## src/rtl/ram_arb_pkg.sv

```systemverilog
// ram_arb_pkg: shared definitions for the RamIO port-B arbiter.
//   state_e        FSM encoding (IDLE / BUSY / DONE)
//   DEF_RAM_BASE   default byte address of RAM word 0
//   DEF_RAM_BYTES  default RAM size in bytes
//   REQ_CORE       requester index of the core load/store unit
//   REQ_LOADER     requester index of the boot/debug loader
package ram_arb_pkg;

   typedef enum logic [1:0] {
      ST_IDLE = 2'd0,
      ST_BUSY = 2'd1,
      ST_DONE = 2'd2
   } state_e;

   localparam logic [31:0] DEF_RAM_BASE  = 32'h8000_0000;
   localparam int unsigned DEF_RAM_BYTES = 65536;

   localparam logic REQ_CORE   = 1'b0;
   localparam logic REQ_LOADER = 1'b1;

endpackage

```

## src/rtl/rr_arbiter2.sv

```systemverilog
// rr_arbiter2: two-way round-robin pick.
//   clk, rst        clock, synchronous active-high reset
//   en_i            evaluate requests this cycle (arbiter FSM in IDLE)
//   req_i[1:0]      request lines, bit index = requester index
//   gnt_vld_o       a grant is issued this cycle
//   gnt_idx_o       index of the granted requester
// On a tie the requester that did not win last time is chosen. The history
// register follows every grant, so a lone requester also hands priority to
// the other one for the next tie.
module rr_arbiter2
   import ram_arb_pkg::*;
(
   input  logic       clk,
   input  logic       rst,
   input  logic       en_i,
   input  logic [1:0] req_i,
   output logic       gnt_vld_o,
   output logic       gnt_idx_o
);

   logic last_grant_q;

   always_comb begin
      gnt_vld_o = en_i & (|req_i);
      unique case (req_i)
         2'b10:   gnt_idx_o = REQ_LOADER;
         2'b11:   gnt_idx_o = ~last_grant_q;
         default: gnt_idx_o = REQ_CORE;
      endcase
   end

   // Reset to the loader so the core wins the first tie.
   always_ff @(posedge clk) begin
      if (rst) begin
         last_grant_q <= REQ_LOADER;
      end else if (gnt_vld_o) begin
         last_grant_q <= gnt_idx_o;
      end
   end

endmodule

```

## src/rtl/ram_port_arbiter.sv

```systemverilog
// ram_port_arbiter: shares RamIO port B between the core LSU (m0) and the
// boot/debug loader (m1). One request is granted at a time, its fields are
// latched, range/alignment are checked, and the RAM request is held until
// ram_requestDone or a timeout. The winner gets a one-cycle requestDone,
// qualified by fault for rejected/aborted requests.
//   clk, rst                       clock, synchronous active-high reset
//   mX_addr/din/we/isRequest       requester X request fields (X = 0, 1)
//   mX_dout/requestDone/fault      requester X response
//   ram_addr/din/we/isRequest      request to RamIO port B
//   ram_dout/requestDone           response from RamIO port B
module ram_port_arbiter
   import ram_arb_pkg::*;
#(
   parameter logic [31:0] RAM_BASE  = DEF_RAM_BASE,
   parameter int unsigned RAM_BYTES = DEF_RAM_BYTES,
   parameter int unsigned TIMEOUT   = 255
) (
   input  logic        clk,
   input  logic        rst,
   input  logic [31:0] m0_addr,
   input  logic [31:0] m0_din,
   input  logic [3:0]  m0_we,
   input  logic        m0_isRequest,
   output logic [31:0] m0_dout,
   output logic        m0_requestDone,
   output logic        m0_fault,
   input  logic [31:0] m1_addr,
   input  logic [31:0] m1_din,
   input  logic [3:0]  m1_we,
   input  logic        m1_isRequest,
   output logic [31:0] m1_dout,
   output logic        m1_requestDone,
   output logic        m1_fault,
   output logic [31:0] ram_addr,
   output logic [31:0] ram_din,
   output logic [3:0]  ram_we,
   output logic        ram_isRequest,
   input  logic [31:0] ram_dout,
   input  logic        ram_requestDone
);

   state_e      state_q, state_d;
   logic        gnt_vld, gnt_idx;
   logic        gnt_q, fault_q;
   logic [7:0]  cnt_q;
   logic [31:0] addr_q, din_q, dout_q;
   logic [3:0]  we_q;
   logic [31:0] req_addr, req_din, req_off;
   logic [3:0]  req_we;
   logic        req_legal, timeout, busy, done;

   rr_arbiter2 u_rr (
      .clk       (clk),
      .rst       (rst),
      .en_i      (state_q == ST_IDLE),
      .req_i     ({m1_isRequest, m0_isRequest}),
      .gnt_vld_o (gnt_vld),
      .gnt_idx_o (gnt_idx)
   );

   // Legality is evaluated on the fields being latched this edge, so the
   // IDLE decision can branch straight to BUSY or to a fault DONE.
   always_comb begin
      req_addr  = (gnt_idx == REQ_LOADER) ? m1_addr : m0_addr;
      req_din   = (gnt_idx == REQ_LOADER) ? m1_din  : m0_din;
      req_we    = (gnt_idx == REQ_LOADER) ? m1_we   : m0_we;
      req_off   = req_addr - RAM_BASE;
      req_legal = (req_addr >= RAM_BASE) && (req_off < 32'(RAM_BYTES)) &&
                  (req_addr[1:0] == 2'b00);
   end

   // cnt_q counts completed BUSY cycles, so BUSY lasts at most TIMEOUT cycles.
   assign timeout = (state_q == ST_BUSY) && (cnt_q == 8'(TIMEOUT - 1));

   always_ff @(posedge clk) begin
      if (rst) begin
         state_q <= ST_IDLE;
      end else begin
         state_q <= state_d;
      end
   end

   always_comb begin
      state_d = state_q;
      unique case (state_q)
         ST_IDLE: if (gnt_vld) state_d = req_legal ? ST_BUSY : ST_DONE;
         ST_BUSY: if (ram_requestDone || timeout) state_d = ST_DONE;
         ST_DONE: state_d = ST_IDLE;
         default: state_d = ST_IDLE;
      endcase
   end

   // Control registers.
   always_ff @(posedge clk) begin
      if (rst) begin
         gnt_q   <= REQ_CORE;
         fault_q <= 1'b0;
         cnt_q   <= '0;
      end else begin
         unique case (state_q)
            ST_IDLE: if (gnt_vld) begin
               gnt_q   <= gnt_idx;
               fault_q <= ~req_legal;
               cnt_q   <= '0;
            end
            ST_BUSY: begin
               cnt_q <= cnt_q + 8'd1;
               if (ram_requestDone) fault_q <= 1'b0;
               else if (timeout)    fault_q <= 1'b1;
            end
            default: ;
         endcase
      end
   end

   // Request/response data; only observed when qualified by the FSM.
   always_ff @(posedge clk) begin
      if (state_q == ST_IDLE && gnt_vld) begin
         addr_q <= req_addr;
         din_q  <= req_din;
         we_q   <= req_we;
         dout_q <= '0;
      end else if (state_q == ST_BUSY && ram_requestDone) begin
         dout_q <= (we_q == 4'h0) ? ram_dout : '0;
      end
   end

   always_comb begin
      busy           = (state_q == ST_BUSY);
      done           = (state_q == ST_DONE);
      ram_isRequest  = busy;
      ram_addr       = busy ? addr_q : '0;
      ram_din        = busy ? din_q  : '0;
      ram_we         = busy ? we_q   : '0;
      m0_requestDone = done && (gnt_q == REQ_CORE);
      m1_requestDone = done && (gnt_q == REQ_LOADER);
      m0_fault       = m0_requestDone & fault_q;
      m1_fault       = m1_requestDone & fault_q;
      m0_dout        = m0_requestDone ? dout_q : '0;
      m1_dout        = m1_requestDone ? dout_q : '0;
   end

endmodule

```

## config.mk

```make
export PLATFORM = sky130hd
export DESIGN_NAME = ram_port_arbiter
export DESIGN_NICKNAME = d
export VERILOG_FILES = /design/src/rtl/ram_arb_pkg.sv /design/src/rtl/rr_arbiter2.sv /design/src/rtl/ram_port_arbiter.sv
export SDC_FILE = /design/constraint.sdc
export NUM_CORES = 1
export LEC_CHECK = 0
export CAP_MARGIN = 5
export CORE_UTILIZATION = 35
export CTS_BUF_LIST = sky130_fd_sc_hd__clkbuf_2
export CTS_CLUSTER_SIZE = 10
export DETAILED_ROUTE_END_ITERATION = 8
export PLACE_DENSITY = 0.87
export SKIP_CTS_REPAIR_TIMING = 1
export SLEW_MARGIN = 10
export SYNTH_ARGS = -nofsm -noshare
export SYNTH_HDL_FRONTEND = slang
export SYNTH_HIERARCHICAL = 1
export SYNTH_SLANG_ARGS = --single-unit
```

## constraint.sdc

```tcl
create_clock -name clk -period 2.3 [get_ports clk]
set_clock_uncertainty 0.1 [all_clocks]
set_input_delay 0.345 -clock clk [delete_from_list [all_inputs] [get_ports clk]]
set_output_delay 0.345 -clock clk [all_outputs]
set_load 0.02 [all_outputs]
```

**After elaboration in Yosys (flattened, before gate mapping)**

Index checks and enable logic that the tools add are counted.

- Flip-flop bits (word level): 113
- Bits in latches: 0
- Bits in writable memories: 0
- Memory bits (read-only): 0
- Bits of input ports: 173
- Output and inout port bits: 137
- Word-level logic and storage cells: 64
- Memories kept: 0

- Add/subtract/negate cells: 2
- $mul: 0
- Div/mod/pow operators: 0
- Order comparisons: 2
- Equality and inequality tests: 8
- Shifts and indexed selects: 0
- Mux-type cells: 20
- Bitwise gates (word level): 6
- Reductions and logical operators: 17

Operator list:

| cell | number |
|---|---|
| 32-bit 2-to-1 mux | 7 |
| 32-bit greater-or-equal comparator, second input constant | 1 |
| 32-bit by 17-bit less-than comparator with 1-bit output, second input constant | 1 |
| 32-bit subtractor, second input constant | 1 |
| 8-bit one-hot mux with 2 select lines | 1 |
| 8-bit by 1-bit adder with 8-bit output, second input constant | 1 |
| 8-bit == test, second input constant | 1 |
| 4-bit 2-to-1 mux | 2 |
| 8-bit 2-to-1 mux | 1 |
| 1-bit logical AND | 7 |
| 2-bit == test, second input constant | 3 |
| 2-bit 2-to-1 mux | 3 |
| 2-bit AND reduction | 3 |
| 2-bit zero test | 2 |
| 4-bit zero test | 1 |
| 1-bit one-hot mux with 2 select lines | 2 |
| 2-bit one-hot mux with 2 select lines | 1 |
| 1-bit AND | 3 |
| 1-bit 2-to-1 mux | 3 |
| 3-bit by 1-bit != test with 1-bit output, second input constant | 1 |
| 1-bit inverter | 3 |
| 3-bit AND reduction | 1 |
| 2-bit by 1-bit == test with 1-bit output, second input constant | 1 |
| 2-bit by 1-bit != test with 1-bit output, second input constant | 1 |
| 4 further kinds | 4 |

**Depth between registers and ports, before layout**

- Word-level depth: 10
- Mapped depth: 8
- Mapped depth without buffers: 6

**Hierarchy**

Netlist, hierarchy kept.

Modules (own cells, without submodules):

| module | instances | cells each | area an instance (µm²) | seq. area each (µm²) |
|---|---|---|---|---|
| ram_port_arbiter | 1 | 483 | 5566.6 | 2922.8 |
| rr_arbiter2 | 1 | 6 | 57.6 | 20.0 |

**Least setup slack after synthesis**

OpenSTA, ideal clock, no wires.

- Path kind: reg-to-reg
- From: register state_q[1]
- To: register addr_q[0] (enable)
- Library setup time: 0.379 ns
- Data arrival time: 1.852 ns
- Data required time: 1.821 ns
- Path slack: -0.031 ns
- Stages on the path, launching flop included: 8
- Path through: dfxtp_1 > buf_6 > nor2_1 > o21a_1 > or3b_1 > buf_2 > inv_2 > buf_4

- Longest elaborated chain between the ends: 3

RTL lines:

| item | line | text |
|---|---|---|
| start: declaration | ram_port_arbiter.sv:42 | `state_e state_q, state_d;` |
| start signal: assignment | ram_port_arbiter.sv:79 | `state_q <= state_d;` |
| 2-bit zero test | ram_port_arbiter.sv:55 | `.en_i (state_q == ST_IDLE),` |
| 1-bit AND | rr_arbiter2.sv:24 | `gnt_vld_o = en_i & (\|req_i);` |
| named net gnt_vld | ram_port_arbiter.sv:43 | `logic gnt_vld, gnt_idx;` |
| 1-bit logical AND | ram_port_arbiter.sv:118 | `if (state_q == ST_IDLE && gnt_vld) begin` |
| end signal: assignment | ram_port_arbiter.sv:119 | `addr_q <= req_addr;` |
| end: declaration | ram_port_arbiter.sv:46 | `logic [31:0] addr_q, din_q, dout_q;` |

The timed path passes the listed nets, and every way through them passes these cells.
A chain may end at the register's enable or synchronous reset.

**Worst setup path in the final report**

- From: register state_q[1]
- To: output ram_addr[12]

- Longest elaborated chain between the ends: 2

RTL lines:

| item | line | text |
|---|---|---|
| 2-bit by 1-bit == test with 1-bit output | ram_port_arbiter.sv:129 | `busy = (state_q == ST_BUSY);` |
| 32-bit 2-to-1 mux | ram_port_arbiter.sv:132 | `ram_addr = busy ? addr_q : '0;` |
| end: declaration | ram_port_arbiter.sv:34 | `output logic [31:0] ram_addr,` |

No other way between the ends.

==> impl_metrics.toml <==
[route]
drt_iter0_drc = 154
ant_nets = 0
routed_via_density = 4.821
num_vias = 5023
wl_per_cell_um = 17.11
first_pass_iters = 4
finalWirelength_um = 17830
drt_drc_violations_left = 0

[synth]
synth_nets = 664
yosysWarnings = 6
synth_ff_type = "edfxtp_1"
ys_ff_latch = 113
ys_types = 45
synth_edf_count = 68
syn_area_um2 = 5624
yosysSeqAreaShare_pct = 52.32
async_flop_share_pct = 0
avgSynthCellArea_um2 = 11.50
synth_cells = 489

[setup_path]
worstPathCellList = "nand2b_4, inv_8, buf_12, and2_1, buf_4"
critical_path.slowest_cell = "dfxtp_4"
worstSetupPathType = "reg -> out"
crit_fanout = 19
end_kind = "output port"
worst_path_largest_cell_delay_ns = 0.40
worst_setup_path_start_kind = "flip-flop"
worst_ep_arrival_time_ns = 1.87
crit_required_ns = 1.86

[placed_design]
gp_congestion = 0.7972
hpwlAfterDp_um = 12970
portBuffers = 309
detailedPlace.worstSlack_ns = -0.2128

[final_layout]
syn_to_final_growth_pct = 66.34
antenna_cells = 0
fillers = 1303
drive_gt1_share_pct = 35.86
ff_latch_area_um2 = 2952
multi_input_area_um2 = 2526
finish.net_count = 993
final_cell_mix = "clkdlybuf4s50_1, and2_1, buf_4, mux2_2, edfxtp_1"
layout_commonest_cell = "clkdlybuf4s50_1"
fin_util_pct = 60.64

[job]
drv_cap = 0

[sta]
slew_headroom_pct = 65.17
hold_ws_ns = 0.1911
timing.fmax_mhz = 431.3
hold_violations = 0
finalMaxSlewViolations = 0
finalCritPeriodShare_pct = 100.8
finalWorstSetupSlack_ns = -0.01866
worstMarginPinSlew_ns = 0.5209
report.final.setup_viol = 2
min_period_ns = 2.319
rsz0062_at_grt = "true"

[power_and_ir_drop]
p_int_mw = 3.617
sequentialPowerShare_pct = 50.4
switching_share_pct = 23.26
vdd_drop_max_uv = 347.5
p_leak_nw = 3.793
switchingPower_mw = 1.096
pwr-share-comb_pct = 15.9
p_clk_share_pct = 33.7
cellPowerDensity_nw_per_um2 = 503.8
power.total_mw = 4.713

[min_path]
min_path_type = "in -> reg"

[cts]
clk_latency_ns = 0.67
clk_pin_slew_worst_paths_ns = 0.18
tritoncts = "built"
cts.sinks = 113
cts_buffers = 17
h-tree-depth = 4
clk_path_buf_depth = 2
cts_root_buf = "clkbuf_2"

[die]
die_area_um2 = 16580
num_rows = 45
coreArea_um2 = 15430
die_y_um = 128.8
initial_core_util_pct = 36.46
top_level_ports = 310
dieWidth_um = 128.8

[global_route]
gr-total-overflow = 0
antenna_found_initial = 0
grt_max_degree = 49
track_usage_pct = 20.54
grt_pass1_vias = 4953
grt_pass1_wl_um = 25610

[status]
failed_checks = "negative setup slack"
status = "complete, but fails checks"
==> power by group through the flow <==
stage	Clock [mW]	Sequential [mW]	Combinational, mW
after floorplan	0	2.40	0.286
after global placement	0	2.42	0.699
after detailed placement	0	2.42	0.718
after CTS	1.64	2.38	0.721
after global routing	1.74	2.39	0.800
final	1.59	2.38	0.749
==> per-stage QoR <==
step	instance area, um^2	instances	TNS [ns]
after floorplan	5628	489	0
after detailed placement	9111	1001	-3.398
after global placement	9111	1001	-2.166
final	9355	1042	-0.02619
after global routing	9355	1042	-14.16
after CTS	9398	1033	-86.88
==> worst max-delay path, delay by kind of cell, from the launching register on <==
kind,cells,cell delay [ns]
buf+inv,3,0.44
flops,1,0.40
simple gates,2,0.35
==> cells in the mapped netlist (2+ instances only) <==
cell type	number	area (um^2)
a21oi_1	3	15.01
a22oi_1	34	255.2
and2_1	134	838.3
and3_1	2	12.51
and4_1	2	17.52
buf_2	8	40.04
buf_4	4	30.03
buf_6	5	56.30
clkbuf_1	16	60.06
dfxtp_1	45	900.9
edfxtp_1	68	2042
ha_1	2	25.02
inv_1	2	7.510
inv_2	2	7.510
mux2_2	72	810.8
nand2_1	6	22.52
nand3_1	2	10.01
nand4_1	4	25.02
nor2_1	43	161.4
nor3_1	5	25.02
nor4_1	4	25.02
or3_1	2	12.51
xor2_1	2	17.52
==> layer usage <==
layer  up-vias  routed length, um  track usage, %
li1       2388                  -               -
met5         -                  0               0
met1      2380               6134           20.28
met4         0                617           10.24
met3        37               1474           7.360
met2       218               9600           37.90
==> layout make-up <==
type | count | share of cell area (%)
tap | 211 | 2.822
clock buffer | 19 | 1.016
timing repair buffer | 344 | 35.29
inverter | 4 | 0.2675
multi-input combinational | 338 | 27.00
sequential | 113 | 31.55
clock inverter | 13 | 2.046
==> kinds of logic (layout without fill, tap and decap cells) <==
kind of cell | Yosys count | in the layout | share of synthesized area [%]
xor gates and xnor gates | 2 | 2 | 0.3115
AOI/OAI and AO/OA | 46 | 46 | 6.163
buffers and inverters | 38 | 380 | 3.671
DFF | 113 | 113 | 52.32
adders and majority gates | 2 | 2 | 0.4449
muxes | 72 | 72 | 14.42
and+or+nand+nor | 216 | 216 | 22.67
==> sequential cells by signal, summed over array words and instances, names as in the netlist, 2 cells and up <==
| register | cells |
|---|---|
| addr_q | 32 |
| cnt_q | 8 |
| din_q | 32 |
| dout_q | 32 |
| state_q | 2 |
| we_q | 4 |
==> path summary, 6_finish.rpt <==
path,from,endpoint,slack (ns),cells past startpoint
worst max register to register,state_q[1],addr_q[2],0.21,6
worst min register to register,gnt_q,gnt_q,0.41,2
worst min-delay path,ram_dout[10],dout_q[10],0.19,3
worst max-delay path,state_q[1],ram_addr[12],-0.02,5
(Power assumes the default switching activity.)
==> edit, RTL diff (config.mk and constraints unchanged) <==
The 3 states of `state_e` get a one-hot encoding in 3 bits.
--- a/src/rtl/ram_arb_pkg.sv
+++ b/src/rtl/ram_arb_pkg.sv
@@ -7,8 +7,8 @@
 package ram_arb_pkg;
 
-   typedef enum logic [1:0] {
-      ST_IDLE = 2'd0,
-      ST_BUSY = 2'd1,
-      ST_DONE = 2'd2
+   typedef enum logic [2:0] {
+      ST_IDLE = 3'b001,
+      ST_BUSY = 3'b010,
+      ST_DONE = 3'b100
    } state_e;
 
Function: no difference found for any inputs over 10 cycles, from zero or initial values and one cycle with rst high; not proved beyond that.
==> edit against the original RTL <==
  * The run still ends with setup timing left
  * Sequential share of layout area decreased by 0.98 points
  * Area after synthesis rose by 1.5%
  * Wire length is 1.5% higher
  * Sequential cell count up 1
  * Cell area increased by 3.7%
  * Setup slack got worse by 0.15 ns
  * Die area is 1.5% higher
  * Critical endpoint is now ram_addr[27]
Power is not compared: it rests on default switching activity, and its combinational part moved more than twofold at a synthesized area within 25%.
==> edit: results (changes against the original RTL) <==
- Largest net degree at the start of global routing: 47 (-4.1%)
- Total GRT Usage: 0.208 (+0.00208)
- Top post-synthesis cells by area: edfxtp_1, dfxtp_1, and2_1, mux2_2, a21oi_1
- Routability congestion estimate: 0.817 (+2.4%)
- Fillers: 1,314 (+0.84%)
- Failing checks: setup timing
- DP Wirelength: 13,100 µm (+1.2%)
- Global-route wire length before repair: 26,100 µm (+1.9%)
- Outcome: complete, but fails checks
- Vias in the first global route: 5,170 (+4.4%)
- Slew HR: 0.681 (+0.0288)
- Final Setup Violations: 137 (+135)
- R2R cell count: 8 (+2)
- Post-route setup TNS: -16.93 ns (-16.90 ns)
- Post-Syn Nets: 710 (+6.9%)
- Worst Hold End: dout_q[1]
- FF-to-FF End: cnt_q[5]
- Synth unique cells: 40 (-11%)
- Final hold slack: 0.102 ns (-0.0891 ns)
- Min-delay src: ram_dout[1]
- Seq/Total Area, Yosys: 0.519 (-0.00440)
- Final worst setup slack: -0.172 ns (-0.153 ns)
- Cell class contributing the biggest share of worst-path delay: simple AND/OR/NAND/NOR gates
- Worst Path Max Fanout: 12 (-7)
- Synth top cells by count: and2_1, edfxtp_1, mux2_2, dfxtp_1, nand2_1
edit: routing by layer:
metal  up-vias  routed length (µm)  GRT usage
met1      2487                6370      0.218
met3        28                1450     0.0705
met2       217                9840      0.379
met5         -                   0          0
li1       2530                   -          -
met4         0                 437     0.0841
edit: worst reg2reg max path, stage by stage (launching register included):
cell and delay, ns:
dfxtp_2 0.35, buf_4 0.15, nor3b_1 0.35, o21a_1 0.19
nand4bb_1 0.19, inv_4 0.22, nor2_1 0.13, nand3b_1 0.18
o211a_1 0.14
edit: cells by family (layout without fill, tap and decap cells):
group	Yosys count	count (layout)	share of synthesized area
xor+xnor	1	1	0.00153
compound gates	54	54	0.0548
simple gates	252	252	0.248
other cells	0	2	0
flops	114	114	0.519
mux	69	69	0.136
buf+inv	43	379	0.0364
fa+ha+maj	2	2	0.00438
edit: metrics by stage:
| step | util | worst slack [ns] | instance area [µm²] | cells |
|---|---|---|---|---|
| finish | 0.611 | -0.172 | 9700 | 1089 |
| global route | 0.611 | -0.326 | 9700 | 1089 |
| CTS | 0.601 | -0.756 | 9540 | 1079 |
| detailed placement | 0.583 | 0.0545 | 9250 | 1047 |
| global placement | 0.583 | 0.0637 | 9250 | 1047 |
| floorplan | - | 0.0837 | 5730 | 535 |
edit: worst max-delay path by stage:
stage	slack, ns	from	to
final	-0.17	state_q[2]	ram_addr[27]
after CTS	-0.76	state_q[2]	ram_din[16]
after global routing	-0.33	state_q[1]	m1_dout[27]
after global placement	0.06	state_q[2]	ram_din[6]
after detailed placement	0.05	state_q[1]	m0_dout[14]
after floorplan	0.08	state_q[0]	addr_q[0]
edit: power groups by stage:
stage | Sequential (W) | Combinational [W] | Clock (W)
floorplan | 0.00285 | 0.000753 | 0
global placement | 0.00291 | 0.00152 | 0
detailed placement | 0.00291 | 0.00153 | 0
CTS | 0.00287 | 0.00154 | 0.00164
global route | 0.00290 | 0.00170 | 0.00174
finish | 0.00287 | 0.00158 | 0.00160
edit: cell type report:
type,instances,area share
inverters,5,0.00348
well taps,216,0.0279
clock inverters,13,0.0196
clock buffers,19,0.00980
repair buffers,342,0.359
multi-input cells,378,0.274
flip-flops and latches,114,0.306
diodes,2,0.000516
